### src/rtl/wb_csr_file.sv
// rtl/wb_csr_file.sv - machine-mode CSR file, 64-bit counters and trap sequencing at writeback
module wb_csr_file #(
    parameter logic [31:0] MTVEC_RESET = 32'h0000_0000,
    parameter logic [31:0] HART_ID     = 32'h0000_0000
) (
    input  logic        clk,
    input  logic        rst_n,
    input  logic        wb_csr_hit,
    input  logic [11:0] wb_csr_addr,
    input  logic [1:0]  wb_csr_op,
    input  logic [31:0] wb_csr_wdata,
    input  logic [31:0] wb_pc,
    input  logic        wb_retire,
    input  logic        wb_ecall,
    input  logic        wb_ebreak,
    input  logic        wb_mret,
    output logic [31:0] csr_rdata,
    output logic        csr_illegal,
    output logic        redirect_valid,
    output logic [31:0] redirect_pc,
    output logic        halted
);
    typedef enum logic [1:0] {S_RUN, S_TRAP, S_RET, S_HALT} state_t;

    state_t      r_state, w_state_nxt;
    logic        r_mie, r_mpie;
    logic [31:0] r_mtvec, r_mscratch, r_mepc, r_mcause, r_redirect_pc;
    logic [63:0] r_mcycle, r_minstret;
    logic [31:0] w_old, w_new;
    logic        w_impl, w_ro, w_wr_try, w_accept, w_wr_en;
    logic        w_take_ebreak, w_take_ecall, w_take_mret;

    always_comb begin
        w_old  = 32'h0;
        w_impl = 1'b1;
        w_ro   = 1'b0;
        unique case (wb_csr_addr)
            12'h300: w_old = {24'h0, r_mpie, 3'b000, r_mie, 3'b000};
            12'h305: w_old = r_mtvec;
            12'h340: w_old = r_mscratch;
            12'h341: w_old = r_mepc;
            12'h342: w_old = r_mcause;
            12'hB00: w_old = r_mcycle[31:0];
            12'hB80: w_old = r_mcycle[63:32];
            12'hB02: w_old = r_minstret[31:0];
            12'hB82: w_old = r_minstret[63:32];
            12'hC00: begin w_old = r_mcycle[31:0];    w_ro = 1'b1; end
            12'hC80: begin w_old = r_mcycle[63:32];   w_ro = 1'b1; end
            12'hC02: begin w_old = r_minstret[31:0];  w_ro = 1'b1; end
            12'hC82: begin w_old = r_minstret[63:32]; w_ro = 1'b1; end
            12'hF14: begin w_old = HART_ID;           w_ro = 1'b1; end
            default: w_impl = 1'b0;
        endcase
    end

    always_comb begin
        w_new = w_old;
        unique case (wb_csr_op)
            2'b01:   w_new = wb_csr_wdata;
            2'b10:   w_new = w_old | wb_csr_wdata;
            2'b11:   w_new = w_old & ~wb_csr_wdata;
            default: w_new = w_old;
        endcase
    end

    // RS/RC with a zero mask is a pure read, so it may target read-only CSRs
    assign w_wr_try      = (wb_csr_op == 2'b01) || (wb_csr_op[1] && (wb_csr_wdata != 32'h0));
    assign csr_rdata     = wb_csr_hit ? w_old : 32'h0;
    assign csr_illegal   = wb_csr_hit && (!w_impl || (w_ro && w_wr_try));
    assign w_accept      = (r_state == S_RUN) || (r_state == S_RET);
    assign w_take_ebreak = w_accept && wb_ebreak;
    assign w_take_ecall  = w_accept && !wb_ebreak && wb_ecall;
    assign w_take_mret   = w_accept && !wb_ebreak && !wb_ecall && wb_mret;
    assign w_wr_en       = w_accept && wb_csr_hit && w_impl && !w_ro && w_wr_try
                           && !(wb_ecall || wb_ebreak || wb_mret);

    always_ff @(posedge clk or negedge rst_n) begin
        if (!rst_n) r_state <= S_RUN;
        else        r_state <= w_state_nxt;
    end

    always_comb begin
        w_state_nxt = r_state;
        unique case (r_state)
            S_RUN, S_RET: begin
                if      (w_take_ebreak) w_state_nxt = S_HALT;
                else if (w_take_ecall)  w_state_nxt = S_TRAP;
                else if (w_take_mret)   w_state_nxt = S_RET;
                else                    w_state_nxt = S_RUN;
            end
            S_TRAP:  w_state_nxt = S_RUN;
            S_HALT:  w_state_nxt = S_HALT;
            default: w_state_nxt = S_RUN;
        endcase
    end

    always_comb begin
        redirect_valid = (r_state == S_TRAP) || (r_state == S_RET);
        halted         = (r_state == S_HALT);
    end
    assign redirect_pc = r_redirect_pc;

    always_ff @(posedge clk or negedge rst_n) begin
        if (!rst_n) begin
            r_mie         <= 1'b0;
            r_mpie        <= 1'b0;
            r_mtvec       <= {MTVEC_RESET[31:2], 2'b00};
            r_mscratch    <= 32'h0;
            r_mepc        <= 32'h0;
            r_mcause      <= 32'h0;
            r_redirect_pc <= 32'h0;
        end else begin
            r_redirect_pc <= 32'h0;
            if (w_take_ecall) begin
                r_mepc        <= {wb_pc[31:2], 2'b00};
                r_mcause      <= 32'd11;
                r_mpie        <= r_mie;
                r_mie         <= 1'b0;
                r_redirect_pc <= r_mtvec;
            end else if (w_take_mret) begin
                r_mie         <= r_mpie;
                r_mpie        <= 1'b1;
                r_redirect_pc <= r_mepc;
            end else if (w_wr_en) begin
                unique case (wb_csr_addr)
                    12'h300: begin r_mie <= w_new[3]; r_mpie <= w_new[7]; end
                    12'h305: r_mtvec    <= {w_new[31:2], 2'b00};
                    12'h340: r_mscratch <= w_new;
                    12'h341: r_mepc     <= {w_new[31:2], 2'b00};
                    12'h342: r_mcause   <= w_new;
                    default: ;
                endcase
            end
        end
    end

    // A write to either half replaces the increment for the whole 64-bit counter
    always_ff @(posedge clk or negedge rst_n) begin
        if (!rst_n) begin
            r_mcycle   <= 64'h0;
            r_minstret <= 64'h0;
        end else begin
            if (w_wr_en && wb_csr_addr == 12'hB00)      r_mcycle[31:0]  <= w_new;
            else if (w_wr_en && wb_csr_addr == 12'hB80) r_mcycle[63:32] <= w_new;
            else if (r_state != S_HALT)                 r_mcycle        <= r_mcycle + 64'd1;

            if (w_wr_en && wb_csr_addr == 12'hB02)      r_minstret[31:0]  <= w_new;
            else if (w_wr_en && wb_csr_addr == 12'hB82) r_minstret[63:32] <= w_new;
            else if (w_accept && wb_retire)             r_minstret        <= r_minstret + 64'd1;
        end
    end
endmodule

### config.mk
export PLATFORM = sky130hd
export DESIGN_NAME = wb_csr_file
export DESIGN_NICKNAME = d
export VERILOG_FILES = /design/src/rtl/wb_csr_file.sv
export SDC_FILE = /design/constraint.sdc
export NUM_CORES = 1
export LEC_CHECK = 0
export ABC_AREA = 1
export CAP_MARGIN = 0
export CORE_UTILIZATION = 30
export DETAILED_ROUTE_END_ITERATION = 8
export GPL_TIMING_DRIVEN = 0
export PLACE_DENSITY = 0.51
export REMOVE_ABC_BUFFERS = 1
export SLEW_MARGIN = 20
export SYNTH_ARGS = -nofsm -noshare
export SYNTH_HDL_FRONTEND = slang
export SYNTH_SLANG_ARGS = --single-unit
### constraint.sdc
create_clock -name clk -period 2.8 [get_ports clk]
set_input_delay 0.84 -clock clk [delete_from_list [all_inputs] [get_ports clk]]
set_output_delay 0.84 -clock clk [all_outputs]
set_load 0.02 [all_outputs]
==> summary.md, run 1 <==
| Metric | Value |
|---|---|
| Worst Tran Pin Value | `1.10 ns` |
| Crit-path max FO | `6` |
| Iter 0 DRT Violations | `3291` |
| Final core utilization | `44.2%` |
| FF-to-FF setup slack | `0.08 ns` |
| Clk sinks | `286` |
| Synth unique cells | `41` |
| Synth area leaders | `dfrtp_1 (36%), nand2_1 (21%), nand3_1 (11%)` |
| Area Overhead vs Synth | `45.6%` |
| Die Y | `260 um` |
| Gr ovfl total | `0` |
| Status | `finished, violations left` |
| Period utilisation layout | `124%` |
| CTS tree | `done` |
| Routed Antenna Nets | `0` |
| Cell Area, Synth | `19900 um2` |
| Vias in the first global route | `23300` |
| Die W | `260 um` |
| Clock slew at reported path FFs | `0.06 ns` |
| Placed wire-length estimate | `77400 um` |
| Skew-Pair Late Insertion Delay | `0.60 ns` |
| Nets | `3549` |
| Post-route cell area | `29000 um2` |
| Placed Cells incl. Taps | `4027` |
| Crit path max-delay family | `simple AND/OR/NAND/NOR gates` |
| FF-to-FF Start | `r_mcycle[0]$_DFFE_PN0P_` |
| Setup ws final | `-0.686 ns` |
| CP bufs+invs | `4` |
| Synthesized flop and latch total | `286` |
| Leak | `13.4 nW` |
| Initial Util | `30.3%` |
| Routed WL per cell | `28.1 um` |
| Max-cap violations | `0` |
| Pwr Density | `349 nW/um2` |
| Clk pwr share | `49.8%` |
| Post-layout minimum cycle time | `3.49 ns` |
| Post-route insts no fill | `4351` |
| Sw frac | `27.5%` |
| First-pass GRT wire length | `166000 um` |
| Crit path DAT | `2.65 ns` |
| Asr flop ratio synth | `100%` |
| Primary FF master, synth | `dfrtp_1` |
| Seq/Total Area, Yosys | `35.9%` |
| Peak supply drop | `0.392 mV` |
| Yosys warnings | `0` |
| Endpoints failing setup | `271` |
| Die area | `67500 um2` |
| Fillers | `6673` |
| Final hold violation count | `0` |
| Hold_buf cts | `0` |
| Clock Path Buffers | `3` |
| Root buffer cell | `clkbuf_16` |
| Avg Vias per Cell | `5.74` |
| H-tree levels | `2` |
| Multi-input gate area | `13600 um2` |
| Leading area contributor after synthesis | `dfrtp_1` |
| Slew headroom | `26.1%` |
| Io pins | `152` |
| Tot GR Track Use | `34.1%` |
| Switching power | `2.79 mW` |
| Avg Inst Size Synth | `6.39 um2` |
| Sequential Power Share | `41.1%` |
| Setup repair after global routing missed its margin | `true` |
| FP Rows | `94` |
| Crit path largest cell delay | `0.28 ns` |
| Combinational share of power | `9.1%` |
| Worst Reg-to-Reg Cells | `11` |
| R2r endpoint | `r_mcycle[53]$_DFFE_PN0P_` |
| Max-slew violations | `0` |
| Fin Setup TNS | `-41.89 ns` |
| Core area | `65700 um2` |
| Setup crit start kind | `input port` |
| HP Class | `input port to asynchronous set/reset pin` |
| Drt drc | `0` |
| Routed WL | `122000 um` |
| Number of synthesized flops with an enable pin | `0` |
| Port Buffer Count | `147` |
| Mapped Cells | `3122` |
| Layout cells sized above 1 | `22.6%` |
| Total via count in the routed design | `25000` |
| Synth top area share | `35.9%` |
| Largest net degree at the start of global routing | `92` |
| Worst endpoint required time | `1.96 ns` |
| Critical path capture point type | `output pin` |
| Reg area | `7160 um2` |
| CP max stage cell | `nand2_1` |
| Final Total Pwr | `10.1 mW` |
| F_max | `287 MHz` |
| Pint | `7.34 mW` |
| CTS Buf Count | `38` |
| CP cell instances | `buf_8, nor2_4, buf_12, nand2_4, nor2_4, buf_12, nand2_8, nand2_8, nand2_1, nand2_1, nor2_1, a21oi_2, buf_4` |
| Placed inst area | `22400 um2` |
| Final Wtd Congestion | `1.02` |
| Violated checks | `setup timing` |
| Clk_skew | `0.0446 ns` |
| Crit path kind | `input port to output pin` |
| Pre-antenna DRT Iters | `8` |
| Initial antenna violation count | `5` |
through the flow:
stage	hold slack (ns)	worst slack, ns
after global placement	0.465	-12.99
after floorplan	0.449	-3.80
after global routing	0.139	-0.715
after CTS	0.118	-0.571
after detailed placement	0.465	-3.57
final	0.126	-0.686
cells by family (layout without fill, tap and decap cells):
kind of cell / after synthesis / count (layout) / share of synthesized area [%]
AOI/OAI and AO/OA: 263 / 264 / 7.19
xor gates and xnor gates: 103 / 103 / 4.52
adders and majority gates: 5 / 5 / 0.314
DFF: 286 / 286 / 35.9
and+or+nand+nor: 2083 / 2107 / 44.3
buffers and inverters: 381 / 717 / 7.75
other: 1 / 5 / 0.0188
layout by cell type, fill, tap and decap left out, types with 10 or more instances in the layout:
cell | Yosys | routed
dfrtp_1 | 286 | 284
nand3_4 | 1 | 21
nand4_4 | 3 | 12
buf_4 | 12 | 119
a21oi_2 | 2 | 25
nand2_8 | 0 | 24
clkdlybuf4s50_1 | 0 | 69
nor2_4 | 5 | 78
nand2_1 | 1102 | 1012
a21oi_1 | 53 | 24
buf_12 | 0 | 67
nor2_1 | 389 | 283
buf_16 | 0 | 10
nor2_2 | 10 | 48
clkbuf_16 | 0 | 43
dlygate4sd2_1 | 0 | 24
a22o_1 | 21 | 21
o21ai_0 | 90 | 79
nand2_2 | 5 | 56
nand3_1 | 420 | 373
nand4_1 | 56 | 56
nand2_4 | 2 | 26
inv_2 | 14 | 30
xor2_1 | 83 | 83
buf_6 | 0 | 80
xnor2_1 | 20 | 20
buf_8 | 0 | 14
nor3_1 | 58 | 54
nand3_2 | 5 | 35
o21ai_1 | 85 | 83
inv_1 | 237 | 196
cells in the mapped netlist (6+ instances only):
cell type  number
buf_1           6
nand3b_1        8
nand4_1        56
nand3_1       420
nand2_1      1102
nor2_2         10
a21oi_1        53
xnor2_1        20
nor2_1        389
buf_4          12
o21ai_1        85
buf_2          57
o21ai_0        90
nor3_1         58
inv_2          14
a22o_1         21
inv_1         237
xor2_1         83
or2_2           6
dfrtp_1       286
clkbuf_1       54
nor4_1          6
registers in the layout, summed over array words and instances, names as in the netlist, named ones only:
signal	flops
r_mpie	1
r_mie	1
redirect_pc	30
r_mepc	30
r_mtvec	30
r_mcycle	64
r_mscratch	32
r_minstret	64
r_state	1
r_mcause	32
power groups by stage:
| stage | Combinational, mW | Sequential (mW) | Clock [mW] |
|---|---|---|---|
| 2_1_floorplan | 0.221 | 4.24 | 0 |
| 6_report | 0.921 | 4.17 | 5.04 |
| 3_3_place_gp | 0.686 | 4.25 | 0 |
| 4_1_cts | 0.853 | 4.17 | 5.08 |
| 5_1_grt | 0.951 | 4.17 | 5.22 |
| 3_5_place_dp | 0.715 | 4.24 | 0 |
worst max path at each step:
| stage | from | end | slack, ns | cells after the start |
|---|---|---|---|---|
| 6_report | wb_csr_addr[3] | csr_rdata[16] | -0.69 | 13 |
| 5_1_grt | wb_csr_addr[3] | csr_rdata[16] | -0.71 | 13 |
| 4_1_cts | wb_csr_addr[2] | csr_rdata[14] | -0.57 | 12 |
| 3_5_place_dp | wb_csr_addr[0] | csr_rdata[25] | -3.57 | 11 |
| 3_3_place_gp | rst_n | redirect_pc[24]$_DFF_PN0_ | -12.99 | 1 |
| 2_1_floorplan | wb_ebreak | r_mepc[7]$_DFFE_PN0P_ | -3.80 | 7 |
final cells by class:
class / count / share of cell area [%]
diodes: 3 / 0.0258
clock buffers: 52 / 3.77
clock inverters: 13 / 0.504
inverters: 252 / 3.91
multi-input cells: 2481 / 46.9
flip-flops and latches: 286 / 24.6
well taps: 864 / 3.72
repair buffers: 395 / 16.3
repair inverters: 5 / 0.263
what timing repair did:
item,4_1_cts,5_1_grt
gates cloned,31,11
gates resized for setup,788,196
setup endpoints to repair,288,287
buffers inserted,154,66
pin swaps,128,102
per-layer routing:
layer / routed length [um] / global-route usage [%] / up-vias
met1: 48800 / 45.9 / 12100
met2: 50300 / 49.2 / 1706
met3: 14300 / 7.59 / 404
met4: 8880 / 21.6 / 4
met5: 14 / 0 / -
li1: - / - / 10800
Note: power is estimated with default switching activity, not from simulation.
==> run 2, diff against run 1 <==
--- a/config.mk
+++ b/config.mk
@@ -9,10 +9,13 @@
 export CAP_MARGIN = 0
 export CORE_UTILIZATION = 30
 export DETAILED_ROUTE_END_ITERATION = 8
+export GPL_ROUTABILITY_DRIVEN = 1
 export GPL_TIMING_DRIVEN = 0
 export PLACE_DENSITY = 0.51
 export REMOVE_ABC_BUFFERS = 1
+export SETUP_SLACK_MARGIN = 0.15
 export SLEW_MARGIN = 20
 export SYNTH_ARGS = -nofsm -noshare
 export SYNTH_HDL_FRONTEND = slang
 export SYNTH_SLANG_ARGS = --single-unit
+export TNS_END_PERCENT = 20
==> run 2 against run 1 <==
Net effect: the run still ends with setup timing left; critical path type unchanged; largest cell class unchanged; sequential share of layout area grew 1.9 points; routed wire length shrank 8.5%; combinational power shrank 5.9%; design area shrank 7.1%; final cell count shrank 2.5%.
==> summary.md, run 2 (synthesis gave the netlist of run 1 again) <==
| Metric | Value |
|---|---|
| Placed wire-length estimate | `77400 um (unchanged)` |
| First-pass GRT wire length | `157000 um (-5.3%)` |
| H-tree levels | `2 (unchanged)` |
| Largest net degree at the start of global routing | `92 (unchanged)` |
| Top cell by count, worst path | `nor2_4` |
| Period utilisation layout | `122% (-2.5 points)` |
| Final hold violation count | `0 (unchanged)` |
| Combinational share of power | `8.6% (-0.5 points)` |
| Gr busiest metal | `met2` |
| Crit path max-delay family | `buffers and inverters` |
| Crit path kind | `input port to output pin` |
| Clock Path Buffers | `3 (unchanged)` |
| Biggest regs | `r_mcycle x64, r_minstret x64` |
| CP cell instances | `buf_2, nor2_4, nand2_4, nor2_4, buf_12, o21ai_4, buf_12, buf_6, buf_6, nor2_4, nor2_4, a31oi_4, buf_6` |
| CTS Buf Count | `38 (unchanged)` |
| Root buffer cell | `clkbuf_16` |
| Gr ovfl total | `0 (unchanged)` |
| Total via count in the routed design | `23500 (-5.8%)` |
| Post-route insts no fill | `4243 (-2.5%)` |
| CTS tree | `done` |
| Max-cap violations | `0 (unchanged)` |
| Die area | `67500 um2 (unchanged)` |
| Setup ws final | `-0.616 ns (+0.0696 ns)` |
| Sw frac | `27.3% (-0.24 points)` |
| Commonest non-fill, non-tap cell in the layout | `nand2_1` |
| Io pins | `152 (unchanged)` |
| Met1 usage | `44.4% (-1.5 points)` |
| Iter 0 DRT Violations | `2796 (-15%)` |
| CP max stage cell | `a31oi_4` |
| Final Wtd Congestion | `1.02 (unchanged)` |
| Nets | `3443 (-3.0%)` |
| Initial Util | `30.3% (unchanged)` |
| Crit-path max FO | `5 (-1)` |
| Clk pwr share | `50.0% (+0.2 points)` |
| CP bufs+invs | `6 (+2)` |
| Worst Tran Pin Value | `1.11 ns (+0.0110 ns)` |
| Vias in the first global route | `22200 (-4.5%)` |
| Clk sinks | `286 (unchanged)` |
| Crit path DAT | `2.58 ns (-0.07 ns)` |
| Tot GR Track Use | `32.2% (-1.9 points)` |
| Violated checks | `setup timing` |
| HP Class | `input port to asynchronous set/reset pin` |
| Post-layout minimum cycle time | `3.42 ns (-0.0696 ns)` |
| Endpoints failing setup | `219 (-19%)` |
| Initial antenna violation count | `0 (-5)` |
| Setup crit start kind | `input port` |
| Peak supply drop | `0.377 mV (-3.8%)` |
| Core area | `65700 um2 (unchanged)` |
| Pint | `7.33 mW (-0.23%)` |
| Pwr Density | `374 nW/um2 (+7.1%)` |
| Status | `finished, violations left` |
| Slew headroom | `25.4% (-0.74 points)` |
| FP Rows | `94 (unchanged)` |
| Drt drc | `0 (unchanged)` |
| Worst endpoint required time | `1.96 ns (about the same)` |
| F_max | `293 MHz (+2.0%)` |
| Setup repair after global routing missed its margin | `true` |
| Routed WL | `112000 um (-8.5%)` |
| Max-slew violations | `0 (unchanged)` |
| Commonest non-fill, non-tap cells in the layout | `nand2_1 (1039), nand3_1 (385), nor2_1 (308), dfrtp_1 (285), inv_1 (210)` |
| Met3 usage | `5.01% (-2.6 points)` |
| Clock slew at reported path FFs | `0.06 ns (about the same)` |
| Routed WL per cell | `26.4 um (-6.2%)` |
| Switching power | `2.75 mW (-1.4%)` |
| Clk_skew | `0.0414 ns (-0.00317 ns)` |
| Leak | `12.6 nW (-5.5%)` |
| Port Buffer Count | `147 (unchanged)` |
| Critical path capture point type | `output pin` |
| Crit path largest cell delay | `0.25 ns (-0.03 ns)` |
| Avg Vias per Cell | `5.54 (-3.4%)` |
| Layout cells sized above 1 | `17.4% (-5.2 points)` |
| Routed Antenna Nets | `0 (unchanged)` |
| Placed Cells incl. Taps | `4027 (unchanged)` |
| Area Overhead vs Synth | `35.3%` |
| Die Y | `260 um (unchanged)` |
| Met2 Use GR | `47.2% (-2.0 points)` |
| Skew-Pair Late Insertion Delay | `0.60 ns (about the same)` |
| Die W | `260 um (unchanged)` |
| Sequential Power Share | `41.4% (+0.3 points)` |
| DP Worst Slack | `-3.57 ns (unchanged)` |
| Pre-antenna DRT Iters | `5 (-3)` |
| Hold_ws | `0.121 ns (-0.00543 ns)` |
[run 2: path summary, 6_finish.rpt]
kind / startpoint / endpoint / slack [ns] / cells after the start
worst min register to register: r_mepc[29]$_DFFE_PN0P_ / r_mepc[29]$_DFFE_PN0P_ / 0.48 / 2
worst min-delay path: rst_n / r_mepc[3]$_DFFE_PN0P_ / 0.12 / 1
worst max-delay path: wb_csr_addr[3] / csr_rdata[14] / -0.62 / 13
worst max register to register: r_mcycle[1]$_DFFE_PN0P_ / r_mcycle[56]$_DFFE_PN0P_ / -0.09 / 14
max in group asynchronous: rst_n / r_mcause[2]$_DFFE_PN0P_ / 1.43 / 3
min in group clk: r_mepc[29]$_DFFE_PN0P_ / r_mepc[29]$_DFFE_PN0P_ / 0.48 / 2
[run 2: what timing repair did]
action / 4_1_cts / 5_1_grt
buffers inserted: 82 / 41
pin swaps: 90 / 58
setup endpoints to repair: 290 / 298
gates cloned: 20 / 7
hold buffers: 0 / 0
resized for setup: 563 / 173
[run 2: worst register-to-register path, cell delays in order (launching register included)]
cell and delay, ns:
dfrtp_1 0.49, ha_4 0.25, nand2_1 0.13, nor2_1 0.22, nand2_1 0.17, nor2_2 0.24, nand2_1 0.19, nor2_1 0.18
nand2_1 0.16, nor2_2 0.25, nand4_1 0.18, nand2_1 0.10, inv_1 0.04, o21ai_1 0.11, nand2_1 0.05
[run 2: cell type report]
class                      instances  area, um2
clock buffer                      52       1090
fill                            6885      38800
antenna                            1       2.50
sequential                       286       7160
inverter                         252       1100
clock inverter                    13        146
tap                              864       1080
multi-input combinational       2473      12900
timing repair buffer             300       3460
timing repair inverter             2       13.8
[run 2: metrics by stage]
stage          power [mW]  cell area, um2  utilization, %  TNS (ns)
6_report             10.1           27000            41.0    -29.65
5_1_grt              10.3           27000            41.0    -46.17
4_1_cts              10.0           25900            39.3    -69.06
3_5_place_dp         4.96           22400            34.0   -768.09
3_3_place_gp         4.94           21900            33.3  -5636.41
2_1_floorplan        4.46           19300               -   -579.11
[run 2: power groups by stage]
stage	logic (mW)	registers [mW]	clock network (mW)
after floorplan	0.221	4.24	0
after global placement	0.686	4.25	0
after detailed placement	0.715	4.24	0
after CTS	0.805	4.17	5.08
after global routing	0.906	4.17	5.22
final	0.867	4.17	5.04
[run 2: metal layers]
layer / up-vias / share of wire (%)
li1: 10600 / -
met1: 11300 / 41
met2: 1334 / 42
met3: 302 / 10
met4: 0 / 6.8
met5: - / 0
